--- config.mk ---
export PLATFORM = sky130hd
export DESIGN_NAME = seq_bin_to_bcd_ctrl_flat
export DESIGN_NICKNAME = d
export VERILOG_FILES = /design/src/rtl/seq_bin_to_bcd_ctrl_pkg.sv /design/src/rtl/seq_bin_to_bcd_ctrl_if.sv /design/src/rtl/seq_bin_to_bcd_ctrl_bcd_digit_correct.sv /design/src/rtl/seq_bin_to_bcd_ctrl.sv /design/src/flat_wrapper.sv
export SDC_FILE = /design/constraint.sdc
export NUM_CORES = 1
export LEC_CHECK = 0
export CORE_MARGIN = 4
export CORE_UTILIZATION = 40
export CTS_CLUSTER_DIAMETER = 30
export CTS_CLUSTER_SIZE = 40
export DETAILED_ROUTE_END_ITERATION = 10
export GPL_ROUTABILITY_DRIVEN = 0
export SLEW_MARGIN = 0
export SYNTH_ARGS = -nofsm -noshare
export SYNTH_HDL_FRONTEND = slang
export SYNTH_SLANG_ARGS = --single-unit
--- constraint.sdc ---
create_clock -name clk -period 2.35 [get_ports clk]
set_input_delay 0.47 -clock clk [delete_from_list [all_inputs] [get_ports clk]]
set_output_delay 0.47 -clock clk [all_outputs]
set_load 0.01 [all_outputs]
--- src/rtl/seq_bin_to_bcd_ctrl_pkg.sv ---
// Shared types and helpers for the calculator output path.
// Holds the FSM state encoding, the BCD digit width and the digit-count sizing helper.
package calc_output_pkg;

    localparam int BCD_DIGIT_W = 4;

    typedef enum logic [1:0] {
        ST_IDLE  = 2'd0,
        ST_SHIFT = 2'd1,
        ST_DONE  = 2'd2
    } state_e;

    // Decimal digits needed to show the largest unsigned value of the given width.
    function automatic int min_digits(input int width);
        longint unsigned v;
        int d;
        v = (64'd1 << width) - 64'd1;
        d = 1;
        for (int i = 0; i < 20; i++) begin
            if (v >= 64'd10) begin
                v = v / 64'd10;
                d = d + 1;
            end
        end
        return d;
    endfunction

endpackage

--- src/rtl/seq_bin_to_bcd_ctrl_if.sv ---
// Start/ready/done handshake and data bus between the result register and the converter.
// The master side requests conversions; the slave side is the converter.
interface seq_bin_to_bcd_ctrl_if
    import calc_output_pkg::*;
#(
    parameter int WIDTH  = 8,
    parameter int DIGITS = 3
);
    logic                          start;
    logic [WIDTH-1:0]              bin;
    logic                          ready;
    logic                          busy;
    logic                          done;
    logic [BCD_DIGIT_W*DIGITS-1:0] bcd;

    modport master (
        output start, bin,
        input  ready, busy, done, bcd
    );

    modport slave (
        input  start, bin,
        output ready, busy, done, bcd
    );
endinterface

--- src/rtl/seq_bin_to_bcd_ctrl_bcd_digit_correct.sv ---
// Double-dabble digit correction: add 3 to a BCD digit of 5 or more, purely combinational.
// No latency, no flow control; the caller owns any carry between digits (there is none).
module bcd_digit_correct
    import calc_output_pkg::*;
(
    input  logic [BCD_DIGIT_W-1:0] digit,
    output logic [BCD_DIGIT_W-1:0] adjusted
);
    assign adjusted = (digit >= 4'd5) ? (digit + 4'd3) : digit;
endmodule

--- src/rtl/seq_bin_to_bcd_ctrl.sv ---
// Sequential binary-to-BCD converter, one double-dabble iteration per clock.
// done pulses WIDTH+1 cycles after start is accepted; start is ignored unless ready (no queueing).
module seq_bin_to_bcd_ctrl
    import calc_output_pkg::*;
#(
    parameter int WIDTH  = 8,
    parameter int DIGITS = 3
)(
    input  logic                  clk,
    input  logic                  reset,
    seq_bin_to_bcd_ctrl_if.slave  bus
);
    localparam int SW = BCD_DIGIT_W * DIGITS;
    localparam int CW = $clog2(WIDTH + 1);

    localparam logic [1:0] S_IDLE  = ST_IDLE;
    localparam logic [1:0] S_SHIFT = ST_SHIFT;
    localparam logic [1:0] S_DONE  = ST_DONE;

    localparam logic [CW-1:0] CNT_INIT = CW'(WIDTH);
    localparam logic [CW-1:0] CNT_ONE  = CW'(1);

    if (DIGITS < min_digits(WIDTH)) begin : g_digits_check
        $error("seq_bin_to_bcd_ctrl: DIGITS too small for WIDTH");
    end

    logic [1:0]       state;
    logic [WIDTH-1:0] binreg;
    logic [SW-1:0]    scratch;
    logic [SW-1:0]    corrected;
    logic [SW-1:0]    shifted;
    logic [SW-1:0]    bcd_q;
    logic [CW-1:0]    cnt;

    for (genvar g = 0; g < DIGITS; g++) begin : g_digit
        bcd_digit_correct u_correct (
            .digit    (scratch[g*BCD_DIGIT_W +: BCD_DIGIT_W]),
            .adjusted (corrected[g*BCD_DIGIT_W +: BCD_DIGIT_W])
        );
    end

    // Scratch half of the combined {scratch, binreg} left shift, applied after correction.
    assign shifted = {corrected[SW-2:0], binreg[WIDTH-1]};

    always_ff @(posedge clk) begin
        if (reset) begin
            state   <= S_IDLE;
            binreg  <= '0;
            scratch <= '0;
            cnt     <= '0;
            bcd_q   <= '0;
        end else begin
            case (state)
                S_IDLE: begin
                    if (bus.start) begin
                        binreg  <= bus.bin;
                        scratch <= '0;
                        cnt     <= CNT_INIT;
                        state   <= S_SHIFT;
                    end
                end
                S_SHIFT: begin
                    scratch <= shifted;
                    binreg  <= binreg << 1;
                    cnt     <= cnt - CNT_ONE;
                    if (cnt == CNT_ONE) begin
                        bcd_q <= shifted;
                        state <= S_DONE;
                    end
                end
                S_DONE:  state <= S_IDLE;
                default: state <= S_IDLE;
            endcase
        end
    end

    // Status decoded straight from the state register, so start never reaches these outputs.
    assign bus.ready = (state == S_IDLE);
    assign bus.busy  = (state == S_SHIFT) || (state == S_DONE);
    assign bus.done  = (state == S_DONE);
    assign bus.bcd   = bcd_q;

endmodule

--- src/flat_wrapper.sv ---
// flat-port wrapper written by rule: the top's interface ports become plain ports
module seq_bin_to_bcd_ctrl_flat import calc_output_pkg::*;
#(
    parameter int WIDTH  = 8,
    parameter int DIGITS = 3
)
  (clk, reset, bus_start, bus_bin, bus_ready, bus_busy, bus_done, bus_bcd);
  seq_bin_to_bcd_ctrl_if #(.WIDTH(WIDTH), .DIGITS(DIGITS)) bus_i ();
  input  logic clk;
  input  logic reset;
  input wire logic [$bits(bus_i.start)-1:0] bus_start;
  input wire logic [$bits(bus_i.bin)-1:0] bus_bin;
  output wire logic [$bits(bus_i.ready)-1:0] bus_ready;
  output wire logic [$bits(bus_i.busy)-1:0] bus_busy;
  output wire logic [$bits(bus_i.done)-1:0] bus_done;
  output wire logic [$bits(bus_i.bcd)-1:0] bus_bcd;
  assign bus_i.start = bus_start;
  assign bus_i.bin = bus_bin;
  assign bus_ready = bus_i.ready;
  assign bus_busy = bus_i.busy;
  assign bus_done = bus_i.done;
  assign bus_bcd = bus_i.bcd;
  seq_bin_to_bcd_ctrl #(.WIDTH(WIDTH), .DIGITS(DIGITS)) u_core (.clk(clk), .reset(reset), .bus(bus_i));
endmodule
==> run_results.csv <==
group,metric,value,unit
job,max-cap-violations,0,
cts,root_buffer,"clkbuf_8",
yosys,ys.flop_type,"dfxtp_1",
layout,multiInputGateArea,1100,µm²
layout,drive_gt1_frac,0.135,
cts,cts_hold_buf,0,
power,power_density,575,nW/µm²
worst_setup_path,cp.required,1.88,ns
yosys,yosysUniqueCellTypes,38,
timing,max_slew_margin,0.666,
floorplan,die_y,79.2,µm
floorplan,die_w,79.2,µm
worst_setup_path,critPathKind,"flop to primary output",
yosys,ys_ff_latch,38,
layout,nNetsFinal,273,
power,leakage,0.857,nW
floorplan,io_pins,26,
cts,clk_latency,0.29,ns
floorplan,initial_core_util,0.421,
timing,finalHoldViolations,0,
routing,via_per_inst,5.07,
cts,post_cts_buffers,0,
timing,fmax,0.501,GHz
yosys,synth_cells,225,
yosys,ys_warn_count,0,
timing,setup_viol,0,
cts,ctsResizeCount,0,
place,numPortBuffers,25,
floorplan,coreArea,4820,µm²
cts,cts_sinks,38,
routing,wl,4.13,mm
global_route,first_global_vias,1495,
cts,clock_path_buffers,2,
floorplan,fp.dieArea,6280,µm²
timing,clock_skew,0.00278,ns
power,peakVddDrop,0.299,mV
timing,finalMaxSlewViolations,0,
global_route,grt_max_degree,25,
cts,htree_levels,2,
routing,drc_errors,0,
cts,cts-buffers-inserted,5,
timing,finalSetupTns,0,ns
place,dp_hpwl,2.93,mm
global_route,grt_pass1_wl,7.18,mm
routing,vias,1612,
yosys,synth_edf_count,0,
cts,clkSlewWorstSetupHoldPaths,0.07,ns
outcome,status,"finished, final reports clean",
layout,area_delta_synth_final,17.9,%
worst_hold_path,hold_class,"flop to flop",
timing,fin_crit_sh,0.850,
yosys,synthesis.area,2030,µm²
global_route,antenna_found_initial,0,
timing,worst_pin_slew,0.500,ns
routing,firstDrtPassIters,4,
layout,final_cell_mix,"dfxtp_1 (38), nor2_1 (36), clkdlybuf4s50_1 (25), inv_1 (15), a21oi_1 (15)",
global_route,grt-ovfl-total,0,
floorplan,rows,25,
worst_setup_path,worstPathArrival,1.53,ns
worst_setup_path,setup.worst_path.start_class,"flop",
worst_setup_path,crit_path_end_kind,"primary output",
timing,timing.final.ws_setup,0.353,ns
timing,period_needed,2.00,ns
place,dp_slack,0.395,ns
layout,diodes,0,
routing,wl_per_cell,13.0,µm
layout,final_common_cell,"dfxtp_1",
cts,cts_tree,"yes",
worst_setup_path,crit_path_max_fanout,3,
yosys,synth_nets,247,
yosys,yosysSeqAreaShare,0.375,
layout,area.sequential,761,µm²
timing,rsz0062_at_grt,"no",
layout,fillers,494,
global_route,grt_use_total,0.145,
routing,ant_nets,0,
yosys,async_reset_ff_frac,0,
routing,drt-initial-drc-count,96,
yosys,synth_area_per_cell,9.02,µm²
==> final cells by class <==
type	instances	area share
Inverter	15	0.0235
Timing Repair Buffer	33	0.130
Sequential cell	38	0.318
Tap cell	67	0.0350
Clock buffer	7	0.0319
Multi-Input combinational cell	158	0.462
==> power breakdown <==
| group | switching [mW] | internal, mW |
|---|---|---|
| Combinational | 0.142 | 0.113 |
| Sequential | 0.0248 | 0.675 |
| Clock | 0.217 | 0.204 |
| Total | 0.384 | 0.993 |
==> layer usage <==
metal	vias up	global-route usage	routed length (µm)
met4	0	0.0412	53
li1	834	-	-
met3	6	0.0408	131
met5	-	0	0
met1	753	0.200	2100
met2	19	0.220	1840
==> stage by stage <==
stage / hold slack (ns) / cells / power (mW) / util / instance area [µm²]
floorplan: 0.457 / 225 / 0.908 / - / 2030
global placement: 0.475 / 311 / 0.970 / 0.481 / 2320
detailed placement: 0.475 / 311 / 0.971 / 0.481 / 2320
CTS: 0.486 / 318 / 1.40 / 0.497 / 2390
global route: 0.514 / 318 / 1.46 / 0.497 / 2390
finish: 0.485 / 318 / 1.38 / 0.497 / 2390
==> state kept, by name, summed over array words and instances (netlist names) <==
| name | cells |
|---|---|
| u_core.bus.bcd | 12 |
| u_core.cnt | 4 |
| u_core.scratch | 12 |
| u_core.binreg | 8 |
| u_core.state | 2 |
==> synthesized netlist by cell type, drive strengths merged, types with 4 or more instances <==
| master | number | area, µm² |
|---|---|---|
| ha | 11 | 138 |
| a211oi | 8 | 65.1 |
| o21ai | 12 | 75.1 |
| a21oi | 15 | 75.1 |
| nand2b | 16 | 113 |
| nor4 | 5 | 31.3 |
| nor3b | 6 | 50.1 |
| clkbuf | 4 | 15.0 |
| nand3 | 5 | 25.0 |
| o32ai | 5 | 81.3 |
| o22ai | 6 | 37.5 |
| buf | 10 | 92.6 |
| mux2i | 4 | 40.0 |
| a31oi | 5 | 31.3 |
| dfxtp | 38 | 761 |
| nor2 | 37 | 155 |
| inv | 15 | 56.3 |
==> worst max-delay path, cell delays in order (launching register included) <==
cell and delay (ns):
dfxtp_1 0.36, inv_1 0.07, ha_1 0.28, clkdlybuf4s50_1 0.52
==> logic make-up after synthesis <==
family / share of synthesized area
AO/OA/AOI/OAI: 0.192
XOR/XNOR: 0.0129
adder cells (fa/ha/maj): 0.0678
buffers and inverters: 0.0808
flip-flops: 0.375
multiplexers: 0.0364
AND/OR/NAND/NOR: 0.236
==> final timing paths <==
| path | from | end | slack, ns | cells past startpoint |
|---|---|---|---|---|
| hold / removal | u_core.scratch[11]$_SDFFE_PP0P_ | u_core.scratch[11]$_SDFFE_PP0P_ | 0.49 | 2 |
| setup reg to reg | u_core.scratch[4]$_SDFFE_PP0P_ | u_core.bus.bcd[6]$_SDFFE_PP0P_ | 0.64 | 6 |
| setup / recovery | u_core.state[0]$_SDFFE_PP0P_ | bus_busy | 0.35 | 3 |
| hold reg to reg | u_core.scratch[11]$_SDFFE_PP0P_ | u_core.scratch[11]$_SDFFE_PP0P_ | 0.49 | 2 |
Power figures use the tool's default switching activity.
